### src/rtl/oam_dma.sv
// Sprite-memory DMA: a $4014 write halts the CPU and copies page {page,00..FF} to $2004.
// Optional build macro OAM_DMA_ALIGN_EN adds the odd-cycle ALIGN stall before the first read.
module oam_dma (
  input  logic        clk,
  input  logic        reset,
  input  logic        tick,
  input  logic [15:0] cpu_addr,
  input  logic [7:0]  cpu_wdata,
  input  logic        cpu_read,
  input  logic        cpu_write,
  output logic [7:0]  cpu_rdata,
  output logic        cpu_en,
  output logic [15:0] bus_addr,
  output logic [7:0]  bus_wdata,
  output logic        bus_read,
  output logic        bus_write,
  input  logic [7:0]  bus_rdata,
  output logic        dma_busy,
  output logic [2:0]  dbg_state,
  output logic [7:0]  dbg_cnt
);

  typedef enum logic [2:0] {
    ST_IDLE  = 3'd0,
    ST_HALT  = 3'd1,
`ifdef OAM_DMA_ALIGN_EN
    ST_ALIGN = 3'd2,
`endif
    ST_READ  = 3'd3,
    ST_WRITE = 3'd4
  } state_t;

  state_t     state_q;
  logic [7:0] page_q;
  logic [7:0] cnt_q;
  logic [7:0] data_q;
  logic       parity_q;

  always_ff @(posedge clk or posedge reset) begin
    if (reset) begin
      state_q  <= ST_IDLE;
      page_q   <= 8'h00;
      cnt_q    <= 8'h00;
      data_q   <= 8'h00;
      parity_q <= 1'b0;
    end else if (tick) begin
      // parity tracks CPU cycle phase regardless of DMA activity
      parity_q <= ~parity_q;
      case (state_q)
        ST_IDLE: begin
          if (cpu_write && (cpu_addr == 16'h4014)) begin
            page_q  <= cpu_wdata;
            cnt_q   <= 8'h00;
            state_q <= ST_HALT;
          end
        end
        ST_HALT: begin
`ifdef OAM_DMA_ALIGN_EN
          state_q <= parity_q ? ST_READ : ST_ALIGN;
`else
          state_q <= ST_READ;
`endif
        end
`ifdef OAM_DMA_ALIGN_EN
        ST_ALIGN: state_q <= ST_READ;
`endif
        ST_READ: begin
          data_q  <= bus_rdata;
          state_q <= ST_WRITE;
        end
        ST_WRITE: begin
          cnt_q   <= cnt_q + 8'd1;
          state_q <= (cnt_q == 8'hFF) ? ST_IDLE : ST_READ;
        end
        default: state_q <= ST_IDLE;
      endcase
    end
  end

  // Bus mux: CPU owns the bus in IDLE, DMA drives it in READ/WRITE, strobes quiet otherwise.
  always_comb begin
    bus_addr  = cpu_addr;
    bus_wdata = cpu_wdata;
    bus_read  = 1'b0;
    bus_write = 1'b0;
    case (state_q)
      ST_IDLE: begin
        bus_read  = cpu_read;
        bus_write = cpu_write;
      end
      ST_READ: begin
        bus_addr = {page_q, cnt_q};
        bus_read = 1'b1;
      end
      ST_WRITE: begin
        bus_addr  = 16'h2004;
        bus_wdata = data_q;
        bus_write = 1'b1;
      end
      default: ;
    endcase
  end

  assign cpu_rdata = bus_rdata;
  assign cpu_en    = tick & (state_q == ST_IDLE);
  assign dma_busy  = (state_q != ST_IDLE);
  assign dbg_state = state_q;
  assign dbg_cnt   = cnt_q;

endmodule

### config.mk
export PLATFORM = sky130hd
export DESIGN_NAME = oam_dma
export DESIGN_NICKNAME = d
export VERILOG_FILES = /design/src/rtl/oam_dma.sv
export SDC_FILE = /design/constraint.sdc
export NUM_CORES = 1
export LEC_CHECK = 0
export BUFFER_PORTS_ARGS = -buffer_cell sky130_fd_sc_hd__buf_2
export CAP_MARGIN = 5
export CORE_MARGIN = 3
export CORE_UTILIZATION = 45
export CTS_CLUSTER_DIAMETER = 120
export CTS_CLUSTER_SIZE = 10
export DETAILED_ROUTE_END_ITERATION = 8
export GPL_TIMING_DRIVEN = 1
export PLACE_DENSITY = 0.81
export SLEW_MARGIN = 20
export SYNTH_ARGS = -nofsm -noshare
export SYNTH_HDL_FRONTEND = slang
export SYNTH_SLANG_ARGS = --single-unit
### constraint.sdc
create_clock -name clk -period 2.4 [get_ports clk]
set_clock_uncertainty 0.05 [all_clocks]
set_input_delay 0.48 -clock clk [delete_from_list [all_inputs] [get_ports clk]]
set_output_delay 0.48 -clock clk [all_outputs]
set_load 0.05 [all_outputs]
==> results.yml, run 1 <==
status:
  status: "finished clean"
yosys:
  syn_area_mm2: 0.00163
  synth_compound_area_share_pct: 18.9
  ys_top_cells_by_area: "dfrtp_1 42%, mux2_2 17%, a22o_1 7.0%"
  ys_ff_latch: 27
  synthXorXnorAreaFrac_pct: 0
  synth_top_area_share_pct: 41.6
  yosysSeqAreaShare_pct: 41.6
  synth_fp_nets: 192
  synth_most_common_cell: "dfrtp_1"
  synth_edf_count: 0
  ys.flop_type: "dfrtp_1"
  syn_inst: 154
  synthTopCellsByCount: "27 x dfrtp_1, 24 x mux2_2, 13 x a22o_1"
  synthMuxAreaShare_pct: 17.2
  yosysWarnings: 0
  ys_async_sr_fraction_pct: 100
  synth-simple-area-share_pct: 14.9
  synthAdderAreaFrac_pct: 0.770
  synth_top_family_by_area: "compound AO/OA/AOI/OAI gates"
  synth_area_per_cell_um2: 10.6
  yosysTopAreaCell: "dfrtp_1"
  synth_cell_types: 41
clocking:
  numCtsBuffers: 3
  clock_sinks: 27
  cts_tree: "built"
  clock_latency_ns: 0.34
  cts_buffer_depth: 2
  cts_hold_buf: 0
  htreeDepth: 1
  path_clk_slew_ns: 0.16
  clock-root-buffer: "clkbuf_4"
global_route:
  grt_overflow: 0
  track_usage_pct: 22.6
  grt_max_degree: 28
  grt_antenna_before_repair: 0
  grt_pass1_vias: 1572
  grt_pass1_wl_mm: 7.58
timing:
  rsz0062_at_grt: "false"
  finalWorstSetupSlack_ns: 0.0717
  slew_headroom_pct: 64.9
  fin_crit_sh_pct: 97.0
  min_period_ns: 2.33
  hold_viol: 0
  fmax_mhz: 430
  finalSetupViolations: 0
  holdWs_ns: 0.106
  slew_viol_final: 0
  worst_pin_slew_ns: 0.519
routing:
  drtIter0Drc: 141
  drc: 0
  final_antenna_net_count: 0
  dr.pass1.iters: 4
  vias: 1590
  routed_via_density: 5.60
  finalWirelength_mm: 4.87
  post_drt_wl_per_cell_um: 17.1
floorplanning:
  die-area_mm2: 0.00437
  dieWidth_um: 66.1
  die-height_um: 66.1
  num_rows: 21
  initial_core_util_pct: 47.6
  core_mm2: 0.00342
  io_pins: 84
place:
  dp_hpwl_mm: 3.62
  pre_cts_ws_ns: -0.0962
  finalWeightedCongestion: 0.895
  place_area_mm2: 0.00212
  port_buffers: 83
layout:
  nFillCells: 287
  syn_to_final_growth_pct: 42.5
  nets: 277
  layout-drive-gt1-share_pct: 63.0
  seqCellArea_um2: 678
  num_antenna_cells: 0
  final_area_mm2: 0.00232
  finish.utilization_pct: 67.8
  multi_input_area_um2: 920
job:
  max_cap_viol_count: 0
critical_path:
  reg2reg_from: "dbg_state[0]"
  timing.reg2reg.setup_slack_ns: 0.29
  crit_path_end_kind: "output pin"
  r2r-end: "dbg_cnt[3]"
  crit_path_end: "bus_wdata[7]"
  path_max_fanout: 5
  setup.worst_path.start: "dbg_state[0]"
  cp_data_arrival_time_ns: 1.80
  worst-r2r-cell-count: 6
  worstSetupPathType: "reg2out"
  start_kind: "flip-flop"
  critPathRequiredTime_ns: 1.87
pwr:
  powerDensity_mw_per_mm2: 485
  p_clk_share_pct: 19.3
  p_sw_mw: 0.454
  p_sw_share_pct: 40.5
  design_power_total_mw: 1.12
  p_leak_nw: 1.19
  p_int_mw: 0.668
  combPwrFrac_pct: 34.4
  ir_worst_vdd_v: 0.000402
  p_seq_share_pct: 46.4
worst_hold_path:
  holdCritPathClass: "in2async"
-- registers in the layout, indices dropped and copies added, names as in the netlist --
register   cells
data_q         8
dbg_state      3
dbg_cnt        8
page_q         8
-- cells by family (layout without fill, tap and decap cells) --
family,after synthesis,count (layout)
simple gates,42,42
compound gates,40,40
flops,27,27
mux,25,25
buf+inv,19,103
fa+ha+maj,1,1
-- worst max-delay path: stages, from the launching register on --
cell      delay [ns]
dfrtp_2         0.44
nand2b_4        0.16
nor2_4          0.19
buf_6           0.15
mux2_2          0.33
buf_4           0.19
-- per-layer routing --
layer | vias to the layer above | track usage [%] | part of all wire [%]
met5 | - | 0 | 0
met3 | 4 | 5.44 | 7.2
met1 | 769 | 28.7 | 40
li1 | 742 | - | -
met2 | 75 | 38.7 | 52
met4 | 0 | 4.82 | 0.70
-- stage by stage --
stage | setup TNS, ns | std cells
floorplan | 0 | 154
global placement | -1.08 | 276
detailed placement | -1.15 | 276
CTS | -0.0118 | 281
global route | 0 | 284
finish | 0 | 284
-- repair_timing --
item / 4_1_cts / 5_1_grt
endpoints found under the setup margin: 22 / 25
setup buffers: 0 / 3
gates cloned: 1 / 0
pin swaps: 0 / 2
resized for setup: 15 / 30
-- layout make-up --
| type | count | share of cell area [%] |
|---|---|---|
| Timing Repair Buffer | 95 | 26.5 |
| Clock buffer | 3 | 0.972 |
| Multi-Input combinational cell | 108 | 39.7 |
| Sequential cell | 27 | 29.3 |
| Inverter | 4 | 0.648 |
| Clock inverter | 1 | 0.378 |
| Tap cell | 46 | 2.49 |
-- cells in the final DEF, fill, tap and decap left out, drive strengths merged, types with 5 or more instances in the layout --
cell,netlist,routed
a22o,15,15
buf,13,87
clkbuf,2,11
dfrtp,27,27
inv,4,5
mux2,24,24
nand2,8,8
nor2,8,8
nor3,6,6
o21ai,5,5
-- worst min path at each step --
stage,from,endpoint,slack [ns]
finish,reset,data_q[3],0.11
global route,reset,data_q[3],0.13
CTS,reset,data_q[3],0.12
detailed placement,data_q[4],data_q[4],0.44
global placement,data_q[4],data_q[4],0.43
floorplan,data_q[0],data_q[0],0.42
-- power groups by stage --
stage / Clock (mW) / Sequential (mW) / Combinational (mW)
after global placement: 0 / 0.528 / 0.365
after floorplan: 0 / 0.585 / 0.212
final: 0.216 / 0.520 / 0.386
after CTS: 0.224 / 0.521 / 0.376
after detailed placement: 0 / 0.529 / 0.370
after global routing: 0.240 / 0.526 / 0.406
Note: power is estimated with default switching activity, not from simulation.
==> inputs of run 2 (changes only) <==
Settings changed: RECOVER_POWER set to 50.
==> results.yml, run 2 (synthesis gave the netlist of run 1 again) <==
status:
  status: "finished clean"
critical_path:
  path_max_fanout: 14
  worstSetupPathType: "reg2out"
  crit_slowest_cell: "dfrtp_2"
  cp_data_arrival_time_ns: 1.80
  start_kind: "flip-flop"
  critPathRequiredTime_ns: 1.87
  slowest_delay_ns: 0.49
  timing.reg2reg.setup_slack_ns: 0.27
  crit_path_end_kind: "output pin"
  cp_cell_sequence: "inv_1, and3_1, nor2_4, buf_12, a22o_2, clkbuf_4"
timing:
  finalSetupViolations: 0
  fmax_mhz: 429
  hold_viol: 0
  finalWorstSetupSlack_ns: 0.0670
  slew_viol_final: 0
  worst_pin_slew_ns: 1.45
  fin_crit_sh_pct: 97.2
  min_period_ns: 2.33
  slew_headroom_pct: 3.20
routing:
  drtIter0Drc: 153
  final_antenna_net_count: 0
  dr.pass1.iters: 4
  routed_via_density: 5.66
  post_drt_wl_per_cell_um: 17.1
  vias: 1608
  drc: 0
  finalWirelength_mm: 4.87
layout:
  final_common_cell: "buf_2"
  layout-drive-gt1-share_pct: 54.2
  finish.utilization_pct: 67.0
  syn_to_final_growth_pct: 40.7
  final_cell_mix: "44 x buf_2, 25 x dfrtp_1, 24 x mux2_2, 20 x clkbuf_1, 12 x buf_4"
  num_antenna_cells: 0
  nets: 277
global_route:
  grt_pass1_vias: 1572
  track_usage_pct: 22.6
  grt_overflow: 0
  grt_pass1_wl_mm: 7.58
  grt_antenna_before_repair: 0
  grt_max_degree: 28
floorplanning:
  core_mm2: 0.00342
  dieWidth_um: 66.1
  num_rows: 21
  die-height_um: 66.1
  initial_core_util_pct: 47.6
  io_pins: 84
  die-area_mm2: 0.00437
pwr:
  design_power_total_mw: 1.12
  p_leak_nw: 1.13
  powerDensity_mw_per_mm2: 488
  ir_worst_vdd_v: 0.000404
job:
  max_cap_viol_count: 0
place:
  pre_cts_ws_ns: -0.0962
  port_buffers: 83
  finalWeightedCongestion: 0.895
  dp_hpwl_mm: 3.62
clocking:
  numCtsBuffers: 3
  path_clk_slew_ns: 0.16
  htreeDepth: 1
  clock_sinks: 27
  cts_buffer_depth: 2
  cts_hold_buf: 0
  clock_latency_ns: 0.34
  cts_tree: "built"
  clock-root-buffer: "clkbuf_4"
worst_hold_path:
  holdCritPathClass: "in2reg"
[run 2: changes by cell type in the layout (fill, tap and decap cells not counted)]
cell / previous run / this run
and3_1: 2 / 3
and3_2: 1 / 0
buf_2: 63 / 44
buf_4: 13 / 12
clkbuf_1: 0 / 20
[run 2: cell type report]
cell class / instances / area (um2)
Multi-Input combinational cell: 108 / 918
Clock inverter: 1 / 8.76
Timing Repair Buffer: 95 / 587
Tap cell: 46 / 57.6
Sequential cell: 27 / 678
Clock buffer: 3 / 22.5
Inverter: 4 / 15.0
Fill cell: 297 / 1130
[run 2: worst paths after layout]
check	startpoint	endpoint	cells after the start
setup / recovery	dbg_state[2]	bus_addr[11]	6
hold / removal	bus_rdata[1]	data_q[1]	2
setup reg to reg	dbg_state[0]	dbg_cnt[7]	6
hold reg to reg	data_q[4]	data_q[4]	1
max in group asynchronous	reset	dbg_state[2]	3
min in group asynchronous	reset	data_q[3]	3
[run 2: power breakdown]
group          internal (mW)  leakage (nW)  switching (mW)
combinational          0.112         0.759           0.266
clock                 0.0682        0.0183           0.149
sequential             0.479         0.356          0.0420
[run 2: stage by stage]
stage | std cells | setup TNS (ns) | hold slack [ns] | cell area [um2]
CTS | 281 | -0.0118 | 0.117 | 2200
global placement | 276 | -1.08 | 0.433 | 2120
detailed placement | 276 | -1.15 | 0.440 | 2120
global route | 284 | -0.0388 | 0.306 | 2290
finish | 284 | 0 | 0.318 | 2290
floorplan | 154 | 0 | 0.424 | 1680
[run 2: per-layer routing]
metal | track usage, % | share of wire [%] | vias up
met1 | 28.7 | 39 | 782
met4 | 4.82 | 0.82 | 0
met5 | 0 | 0 | -
met2 | 38.7 | 52 | 75
met3 | 5.44 | 7.5 | 6
li1 | - | - | 745
[run 2: worst max-delay path: cells and delay by family, from the launching register on]
kind                   cells  cell delay [ns]
AOI/OAI and AO/OA          1             0.20
buffers and inverters      3             0.44
DFF                        1             0.49
and+or+nand+nor            2             0.33
[run 2: timing repair]
item	CTS	global route
endpoints found under the setup margin	22	25
resized for setup	15	30
pin swaps	0	2
cloned	1	0
endpoints found under the hold margin	0	0
buffers inserted	0	3
